`src/rtl/dsp_frame_scheduler_if.sv`:
```
// Signal bundle between the frame scheduler and its environment: ADC capture
// inputs, the single-channel engine handshake, and the committed DAC pair.
interface dsp_frame_scheduler_if #(
  parameter int WS    = 16,
  parameter int DIV_W = 4
);
  logic             iLRCK;
  logic [WS-1:0]    iL;
  logic [WS-1:0]    iR;
  logic [DIV_W-1:0] iDivSel;
  logic             iBypass;

  // Engine handshake: oEngStart is a one-cycle job request carrying oEngChn and
  // oEngDat, which stay stable until the job ends; the engine answers with a
  // one-cycle iEngDone carrying iEngDat. A done seen while no job is pending is
  // dropped. oValid is a one-cycle strobe with no back-pressure.
  logic             oEngStart;
  logic             oEngChn;
  logic [WS-1:0]    oEngDat;
  logic             iEngDone;
  logic [WS-1:0]    iEngDat;

  logic [WS-1:0]    oL;
  logic [WS-1:0]    oR;
  logic             oValid;
  logic             oBusy;
  logic             oOverrun;
  logic             oTimeout;

  modport slave (
    input  iLRCK, iL, iR, iDivSel, iBypass, iEngDone, iEngDat,
    output oEngStart, oEngChn, oEngDat, oL, oR, oValid, oBusy, oOverrun, oTimeout
  );

  modport master (
    output iLRCK, iL, iR, iDivSel, iBypass, iEngDone, iEngDat,
    input  oEngStart, oEngChn, oEngDat, oL, oR, oValid, oBusy, oOverrun, oTimeout
  );
endinterface

```
`src/rtl/dsp_frame_scheduler.sv`:
```
// Per-frame sequencer: detects LR-clock frames, applies the undersampling divider,
// time-shares one DSP engine between L and R, and commits the processed pair.
module dsp_frame_scheduler #(
  parameter int WS      = 16,
  parameter int DIV_W   = 4,
  parameter int TIMEOUT = 255
) (
  input  logic                 iCLK_50,
  input  logic                 iRST,
  dsp_frame_scheduler_if.slave bus,
  output logic [2:0]           o_state
);

  localparam int            TW     = $clog2(TIMEOUT);
  localparam logic [TW-1:0] T_LAST = TW'(TIMEOUT - 1);

  typedef enum logic [2:0] {
    IDLE    = 3'd0,
    START_L = 3'd1,
    WAIT_L  = 3'd2,
    START_R = 3'd3,
    WAIT_R  = 3'd4,
    COMMIT  = 3'd5
  } state_t;

  state_t           r_state;
  state_t           w_next;
  logic             r_s1, r_s2, r_s3;
  logic             w_strobe;
  logic             w_accept;
  logic [DIV_W-1:0] r_fcnt;
  logic [WS-1:0]    r_cap_l, r_cap_r;
  logic [WS-1:0]    r_res_l, r_res_r;
  logic [WS-1:0]    w_res_l, w_res_r;
  logic [WS-1:0]    r_out_l, r_out_r;
  logic [TW-1:0]    r_tcnt;
  logic             r_overrun;
  logic             r_timeout;
  logic             w_tmo;

  assign w_strobe = r_s2 & ~r_s3;
  // The >= (not ==) keeps the divider sane when iDivSel drops below the count.
  assign w_accept = w_strobe && (r_state == IDLE) && (r_fcnt >= bus.iDivSel);

  always_comb begin
    w_next  = r_state;
    w_res_l = r_res_l;
    w_res_r = r_res_r;
    w_tmo   = 1'b0;
    case (r_state)
      IDLE:    if (w_accept) w_next = bus.iBypass ? COMMIT : START_L;
      START_L: w_next = WAIT_L;
      WAIT_L: begin
        if (bus.iEngDone) begin
          w_res_l = bus.iEngDat;
          w_next  = START_R;
        end else if (r_tcnt == T_LAST) begin
          w_res_l = r_cap_l;
          w_tmo   = 1'b1;
          w_next  = START_R;
        end
      end
      START_R: w_next = WAIT_R;
      WAIT_R: begin
        if (bus.iEngDone) begin
          w_res_r = bus.iEngDat;
          w_next  = COMMIT;
        end else if (r_tcnt == T_LAST) begin
          w_res_r = r_cap_r;
          w_tmo   = 1'b1;
          w_next  = COMMIT;
        end
      end
      COMMIT:  w_next = IDLE;
      default: w_next = IDLE;
    endcase
  end

  always_ff @(posedge iCLK_50) begin
    if (iRST) begin
      r_state   <= IDLE;
      r_s1      <= 1'b0;
      r_s2      <= 1'b0;
      r_s3      <= 1'b0;
      r_fcnt    <= '0;
      r_cap_l   <= '0;
      r_cap_r   <= '0;
      r_res_l   <= '0;
      r_res_r   <= '0;
      r_out_l   <= '0;
      r_out_r   <= '0;
      r_tcnt    <= '0;
      r_overrun <= 1'b0;
      r_timeout <= 1'b0;
    end else begin
      r_state <= w_next;
      r_s1    <= bus.iLRCK;
      r_s2    <= r_s1;
      r_s3    <= r_s2;
      r_res_l <= w_res_l;
      r_res_r <= w_res_r;
      if (w_strobe) begin
        if (r_state == IDLE) begin
          r_cap_l <= bus.iL;
          r_cap_r <= bus.iR;
          r_fcnt  <= (r_fcnt >= bus.iDivSel) ? '0 : r_fcnt + 1'b1;
        end else begin
          r_overrun <= 1'b1;
        end
      end
      if (r_state == START_L || r_state == START_R) begin
        r_tcnt <= '0;
      end else if (r_state == WAIT_L || r_state == WAIT_R) begin
        r_tcnt <= r_tcnt + 1'b1;
      end
      if (w_tmo) r_timeout <= 1'b1;
      // Output pair is loaded on entry to COMMIT so it is already valid under oValid.
      if (r_state == IDLE && w_next == COMMIT) begin
        r_out_l <= bus.iL;
        r_out_r <= bus.iR;
      end else if (r_state == WAIT_R && w_next == COMMIT) begin
        r_out_l <= w_res_l;
        r_out_r <= w_res_r;
      end
    end
  end

  always_comb begin
    bus.oEngDat = '0;
    if (r_state == START_L || r_state == WAIT_L) bus.oEngDat = r_cap_l;
    else if (r_state == START_R || r_state == WAIT_R) bus.oEngDat = r_cap_r;
  end

  assign bus.oEngStart = (r_state == START_L) || (r_state == START_R);
  assign bus.oEngChn   = (r_state == START_R) || (r_state == WAIT_R);
  assign bus.oL        = r_out_l;
  assign bus.oR        = r_out_r;
  assign bus.oValid    = (r_state == COMMIT);
  assign bus.oBusy     = (r_state != IDLE);
  assign bus.oOverrun  = r_overrun;
  assign bus.oTimeout  = r_timeout;
  assign o_state       = r_state;

endmodule

```
`src/flat_wrapper.sv`:
```
// flat-port wrapper written by rule: the top's interface ports become plain ports
module dsp_frame_scheduler_flat 
#(
  parameter int WS      = 16,
  parameter int DIV_W   = 4,
  parameter int TIMEOUT = 255
)
  (iCLK_50, iRST, o_state, bus_iLRCK, bus_iL, bus_iR, bus_iDivSel, bus_iBypass, bus_iEngDone, bus_iEngDat, bus_oEngStart, bus_oEngChn, bus_oEngDat, bus_oL, bus_oR, bus_oValid, bus_oBusy, bus_oOverrun, bus_oTimeout);
  dsp_frame_scheduler_if #(.WS(WS), .DIV_W(DIV_W)) bus_i ();
  input  logic iCLK_50;
  input  logic iRST;
  output logic [2:0] o_state;
  input wire logic [$bits(bus_i.iLRCK)-1:0] bus_iLRCK;
  input wire logic [$bits(bus_i.iL)-1:0] bus_iL;
  input wire logic [$bits(bus_i.iR)-1:0] bus_iR;
  input wire logic [$bits(bus_i.iDivSel)-1:0] bus_iDivSel;
  input wire logic [$bits(bus_i.iBypass)-1:0] bus_iBypass;
  input wire logic [$bits(bus_i.iEngDone)-1:0] bus_iEngDone;
  input wire logic [$bits(bus_i.iEngDat)-1:0] bus_iEngDat;
  output wire logic [$bits(bus_i.oEngStart)-1:0] bus_oEngStart;
  output wire logic [$bits(bus_i.oEngChn)-1:0] bus_oEngChn;
  output wire logic [$bits(bus_i.oEngDat)-1:0] bus_oEngDat;
  output wire logic [$bits(bus_i.oL)-1:0] bus_oL;
  output wire logic [$bits(bus_i.oR)-1:0] bus_oR;
  output wire logic [$bits(bus_i.oValid)-1:0] bus_oValid;
  output wire logic [$bits(bus_i.oBusy)-1:0] bus_oBusy;
  output wire logic [$bits(bus_i.oOverrun)-1:0] bus_oOverrun;
  output wire logic [$bits(bus_i.oTimeout)-1:0] bus_oTimeout;
  assign bus_i.iLRCK = bus_iLRCK;
  assign bus_i.iL = bus_iL;
  assign bus_i.iR = bus_iR;
  assign bus_i.iDivSel = bus_iDivSel;
  assign bus_i.iBypass = bus_iBypass;
  assign bus_i.iEngDone = bus_iEngDone;
  assign bus_i.iEngDat = bus_iEngDat;
  assign bus_oEngStart = bus_i.oEngStart;
  assign bus_oEngChn = bus_i.oEngChn;
  assign bus_oEngDat = bus_i.oEngDat;
  assign bus_oL = bus_i.oL;
  assign bus_oR = bus_i.oR;
  assign bus_oValid = bus_i.oValid;
  assign bus_oBusy = bus_i.oBusy;
  assign bus_oOverrun = bus_i.oOverrun;
  assign bus_oTimeout = bus_i.oTimeout;
  dsp_frame_scheduler #(.WS(WS), .DIV_W(DIV_W), .TIMEOUT(TIMEOUT)) u_core (.iCLK_50(iCLK_50), .iRST(iRST), .bus(bus_i), .o_state(o_state));
endmodule
```
`config.mk`:
```
export PLATFORM = sky130hd
export DESIGN_NAME = dsp_frame_scheduler_flat
export DESIGN_NICKNAME = d
export VERILOG_FILES = /design/src/rtl/dsp_frame_scheduler_if.sv /design/src/rtl/dsp_frame_scheduler.sv /design/src/flat_wrapper.sv
export SDC_FILE = /design/constraint.sdc
export NUM_CORES = 1
export LEC_CHECK = 0
export CORE_MARGIN = 10
export CORE_UTILIZATION = 30
export DETAILED_ROUTE_END_ITERATION = 8
export SYNTH_ARGS = -nofsm -noshare
export SYNTH_HDL_FRONTEND = slang
export SYNTH_SLANG_ARGS = --single-unit
export TNS_END_PERCENT = 30
```
`constraint.sdc`:
```
create_clock -name iCLK_50 -period 2.6 [get_ports iCLK_50]
set_input_delay 0.52 -clock iCLK_50 [delete_from_list [all_inputs] [get_ports iCLK_50]]
set_output_delay 0.52 -clock iCLK_50 [all_outputs]
set_load 0.01 [all_outputs]
```
# --- After elaboration in Yosys (flattened, before gate mapping) ---
# Cells that the tools add are included.
totals:
  latchBits: 0
  n_memories: 0
  word_cells: 65
  inputBits: 57
  ff_bits: 116
  mem_bits_rw: 0
  mem_bits_ro: 0
classes:
  n_mux: 23
  n_div: 0
  n_bitwise: 3
  n_addsub: 2
  n_reduce_logical: 15
  multipliers: 0
  magnitude_cmp: 1
  n_eq_ne: 7
  shifts: 0
ops:
  columns: ["operator", "count"]
  rows:
  - ["$mux W16", 12]
  - ["$mux W3", 6]
  - ["$pmux W3 S5", 1]
  - ["$eq A3 B3 Y1 const B", 3]
  - ["$add A8 B1 Y8 const B", 1]
  - ["$eq A8 B8 Y1 const B", 1]
  - ["$eq A3 B2 Y1 const B", 2]
  - ["$add A4 B1 Y4 const B", 1]
  - ["$ge A4 B4 Y1", 1]
  - ["$logic_and A1 B1 Y1", 4]
  - ["$logic_or A1 B1 Y1", 4]
  - ["$mux W4", 1]
  - ["$reduce_and A2 Y1", 2]
  - ["$reduce_or A2 Y1", 2]
  - ["$eq A3 B1 Y1 const B", 1]
  - ["$logic_not A3 Y1", 1]
  - ["$mux W1", 3]
  - ["$reduce_bool A3 Y1", 1]
  - ["$not A1 Y1", 2]
  - ["$reduce_bool A2 Y1", 1]
  - ["$and A1 B1 Y1", 1]

# --- Longest topological paths before layout ---
logic_depth:
  ltp_word: 10
  ltp_mapped: 9
  mapped_depth_nobuf: 7

# --- Least setup slack after synthesis ---
# Ideal clock, no wire load.
synth_timing:
  path_kind: "input port to flip-flop"
  start: "input bus_iDivSel[0]"
  end: "register u_core.r_out_l[10] (netlist: u_core.bus.oL[10])"
  arrival_ns: 2.322
  required_ns: 2.530
  setup_slack_ns: 0.208
  cell_stages: 8
  path_buffers: 2
  setup_ns: 0.070
  cell_sequence: "ha_1 -> nand2b_4 -> a2111o_1 -> and3_1 -> buf_6 -> a211oi_4 -> buf_6 -> o2bb2ai_1"
synth_between:
  elab_chain_len: 7
  elab_cells_between_ends: 9
synth_rtl:
  columns: ["item", "line_no", "rtl"]
  rows:
  - ["from (decl)", "flat_wrapper.sv:16", "input wire logic [$bits(bus_i.iDivSel)-1:0] bus_iDivSel;"]
  - ["$ge A4 B4 Y1 *", "dsp_frame_scheduler.sv:43", "assign w_accept = w_strobe && (r_state == IDLE) && (r_fcnt >= bus.iDivSel);"]
  - ["$logic_and A1 B1 Y1 *", "dsp_frame_scheduler.sv:43", null]
  - ["$mux W3 *", "dsp_frame_scheduler.sv:51", "IDLE: if (w_accept) w_next = bus.iBypass ? COMMIT : START_L;"]
  - ["$pmux W3 S5 *", "dsp_frame_scheduler.sv:50", "case (r_state)"]
  - ["$eq A3 B3 Y1 *", "dsp_frame_scheduler.sv:118, dsp_frame_scheduler.sv:121", null]
  - ["$logic_and A1 B1 Y1 (on tied branches)", "dsp_frame_scheduler.sv:118, dsp_frame_scheduler.sv:121", null]
  - ["$mux W16 / $reduce_bool A2 Y1 (equally long branches)", null, null]
  - ["to (signal assigned)", "dsp_frame_scheduler.sv:119", "r_out_l <= bus.iL;"]
  - ["to (signal assigned)", "dsp_frame_scheduler.sv:122", "r_out_l <= w_res_l;"]
  - ["to (decl)", "dsp_frame_scheduler.sv:35", "logic [WS-1:0] r_out_l, r_out_r;"]
# Every way passes the cells marked *; elsewhere a longest branch is shown, timed or not.
# A chain may end at the register's enable or synchronous reset.

# --- Worst setup path in the final report ---
layout_timing:
  start: "register u_core.r_state[0] (netlist: u_core.o_state[0])"
  end: "output bus_oEngDat[12]"
layout_between:
  elab_chain_len: 4
  elab_cells_between_ends: 8
layout_rtl:
  columns: ["item", "line_no", "rtl"]
  rows:
  - ["from (decl)", "dsp_frame_scheduler.sv:26", "state_t r_state;"]
  - ["from (signal assigned)", "dsp_frame_scheduler.sv:96", "r_state <= w_next;"]
  - ["$eq A3 B2 Y1 / $eq A3 B3 Y1 (equally long branches)", "dsp_frame_scheduler.sv:131", "else if (r_state == START_R || r_state == WAIT_R) bus.oEngDat = r_cap_r;"]
  - ["$logic_or A1 B1 Y1", "dsp_frame_scheduler.sv:131", null]
  - ["$mux W16", "dsp_frame_scheduler.sv:131", null]
  - ["$mux W16 *", "dsp_frame_scheduler.sv:130", "if (r_state == START_L || r_state == WAIT_L) bus.oEngDat = r_cap_l;"]
  - ["to (decl)", "flat_wrapper.sv:22", "output wire logic [$bits(bus_i.oEngDat)-1:0] bus_oEngDat;"]
# Marked as above.

==> impl_results.md <==
* Cell mode on critical path: nand2_1
* Ratio of final minimum period to clock period at 0.9807
* # rows at 47
* H-tree lvl count at 4
* Crit path to: bus_oEngDat[12]
* Placed Area at 6500 sq um
* Dpl ws at -0.1491 ns
* Pin count of the biggest net entering global routing at 37
* Post-route ant nets at 0
* Die Ht at 150.0 um
* Starting Density at 0.3056
* GR Layer Usage met2 at 0.2292
* Per-cell routed wire length at 18.24 um
* Die area at 22,490 sq um
* Power per cell area at 615.2 nW/um^2
* Relative slew margins at 0.6190
* Top-Level Pins at 114
* Area share of xor/xnor cells in the synthesized design at 0.02074
* Distinct cells, synth at 45
* Peak supply drop at 467.6 uV
* Cell Chain, Critical Path: nor2b_2 -> nand2_1 -> nand2_1 -> buf_12 -> a22o_1 -> clkdlybuf4s50_1
* Global-route wire length before repair at 25,980 um
* Sw Share at 0.2167
* Placed cells at 886
* Slew @ Worst Pin at 0.5706 ns
* Core area at 16,580 sq um
* Post-synthesis cell count at 574
* Max incr delay on CP at 0.54 ns
* Post-layout nets at 749
* Die width at 150.0 um
* Final worst setup slack at 0.05007 ns
* Vias in the first global route at 4,638
* Hold Vio Cnt, Final at 0
* Post-synth EDFFs at 0
* Layout cell share with drive strength beyond 1 at 0.1133
* Worst Hold Path Cells at 1
* Cell count of the worst reg-to-reg path at 8
* Hold_ws at 0.4431 ns
* Ys async rst share at 0
* CP top delay family: buffers and inverters
* Worst skew pair latency at 0.41 ns
* Hpwl dp at 12,430 um
* Detailed Route WL at 16,730 um
* Worst path arrival time at 2.03 ns
* Pins Over Slew Limit at 0
* Grt peak-use layer: met2
* Crit path launch: u_core.o_state[0]
* Mux contribution to synthesized area at 0.003950
* Setup CP Type: reg -> out
* Area of the mapped netlist at 5069 sq um
* Compound-Gate Fraction of Synth Area at 0.3081
* DRC at 0
* Post-CTS setup buffer count at 0
* Diodes inserted at 0
* GPL Wtd Cong at 0.8166
* Antenna violations before repair at 0
* Worst min path class: reg -> reg
* Synth warn at 0
* GRT Total Usage at 0.1467
* Switching power at 0.9448 mW
* Vias at 4,752
* Req. time, crit path at 2.08 ns
* R2R setup slack at 0.36 ns
* Worst path buffer plus inverter count at 2
* Mapped Nets at 638
* Sequential Power Share at 0.413
* Root Driver: clkbuf_16
* Crit. End Element: output pin
* Post-route cell area at 7086 sq um
* TritonCTS clock tree: done
* DRT Pass-1 Iters at 5
* Area Overhead vs Synth at 39.79%
* Final std cells w/o fill at 917
* Tot Pwr at 4.359 mW
* Total CTS buffers at 17
* CP Launch Type: register
* Global routing met3 resource utilization at 0.04136
* Initial DRC Count at 327
* Outcome: finished, final reports clean
* Sequential cell area fraction in the yosys report at 0.4503
* Simple-gate share of the synthesized area at 0.1432
* Reg-to-reg critical path startpoint: u_core.r_fcnt[0]
* Grt met1 use at 0.1900
* Worst r2r dst: u_core.bus.oL[4]
* Slowest cell on the critical path: clkdlybuf4s50_1
* Final core occ at 0.4273
* CTS max path bufs at 2
* CTS clk-pin slew, worst paths at 0.05 ns
* Clock Sink Count at 114
* Max Clk Rate at 0.3922 GHz
* #FFs+latches synth at 114
* CP Max Fanout at 17
* Total gr overflow at 0
* Layout Skew at 0.007930 ns
* Largest family of logic cells by synthesized area: compound AO/OA/AOI/OAI gates
* Clk pwr share at 0.515
* Post-layout min period at 2.550 ns
* I/O Buffers at 113
* Routed vias/inst at 5.182
* Post-Synth Adder-Cell Area at 0.01728
* P_leak at 2.697 nW
* Combinational share of power at 0.072
* Critical Path Stages at 6
* Mean Syn Cell Area at 8.830 sq um
* Internal power at 3.414 mW
* Setup_tns at 0 ns
* Max cap viols at 0
* Post-synth top flop: dfxtp_1
* Setup-failing EPs final at 0
## cells by family (layout without fill, tap and decap cells)
group	after synthesis	after routing
buf+inv	61	184
compound gates	215	215
xor+xnor	12	12
simple gates	163	163
flops	114	114
mux	2	2
fa+ha+maj	7	7
## routing by layer
layer / wire length, um / vias to the layer above
met5: 0 / -
met4: 197 / 0
met3: 1071 / 13
met2: 7826 / 155
met1: 7634 / 2260
li1: - / 2324
## cell usage after synthesis, types with 8 or more instances
cell,count,area [sq um]
a22oi_1,25,187.7
a21oi_1,76,380.4
o2bb2ai_1,23,201.4
inv_1,9,33.78
nand3_1,8,40.04
clkbuf_1,36,135.1
a22o_1,48,420.4
nand2_1,76,285.3
a221oi_1,14,122.6
nor2_1,45,168.9
dfxtp_1,114,2282
nand4_1,9,56.30
nor3_1,8,40.04
## layout by cell type (no fill, tap or decap), types with 6 or more instances in the layout
master           netlist  routed
a21oi_1               76      76
nand2_1               76      76
buf_4                  1      28
a22oi_1               25      25
clkbuf_16              0      17
o2bb2ai_1             23      23
nor2_1                45      44
nor3_1                 8       7
ha_1                   7       7
xor2_1                 7       7
clkbuf_8               0       7
dlygate4sd2_1          0      11
a31oi_1                6       6
nand3_1                8       8
clkdlybuf4s50_1        0      97
dfxtp_1              114     111
a221oi_1              14      14
a22o_1                48      48
nand4_1                9       9
inv_1                  9       9
## final cells by class
class,instances,area [sq um]
inverter,10,37.54
sequential,114,2288
tap,220,275.3
timing repair buffer,143,1373
clock buffer,27,533.0
clock inverter,4,45.04
fill,1590,9498
multi-input combinational,399,2534
## sequential cells by signal, summed over array words and instances, names as in the netlist
register / count
u_core.bus.oOverrun: 1
u_core.r_s1: 1
u_core.bus.oR: 16
u_core.bus.oTimeout: 1
u_core.r_fcnt: 4
u_core.bus.oL: 16
u_core.r_s3: 1
u_core.r_s2: 1
u_core.r_tcnt: 8
u_core.o_state: 3
u_core.r_res_l: 16
u_core.r_cap_r: 16
u_core.r_res_r: 14
u_core.r_cap_l: 16
## repair_timing
action                     in CTS  in global routing
hold buffers                    0                  0
setup endpoints to repair      16                  5
resized for setup              14                  7
pin swaps                       0                  0
## how the worst min path moves through the flow
| stage | end | from | slack, ns |
|---|---|---|---|
| 4_1_cts | u_core.bus.oOverrun | iRST | 0.44 |
| 5_1_grt | u_core.bus.oOverrun | iRST | 0.46 |
| 6_report | u_core.r_s2 | u_core.r_s1 | 0.44 |
| 2_1_floorplan | u_core.r_s2 | u_core.r_s1 | 0.41 |
| 3_5_place_dp | u_core.r_s2 | u_core.r_s1 | 0.44 |
| 3_3_place_gp | u_core.r_s2 | u_core.r_s1 | 0.43 |
## power groups by stage
| stage | clock network, mW | registers (mW) | logic, mW |
|---|---|---|---|
| 2_1_floorplan | 0 | 1.83 | 0.143 |
| 6_report | 2.25 | 1.80 | 0.315 |
| 4_1_cts | 2.28 | 1.80 | 0.314 |
| 3_3_place_gp | 0 | 1.83 | 0.309 |
| 5_1_grt | 2.37 | 1.80 | 0.338 |
| 3_5_place_dp | 0 | 1.83 | 0.313 |
Power figures use the tool's default switching activity.
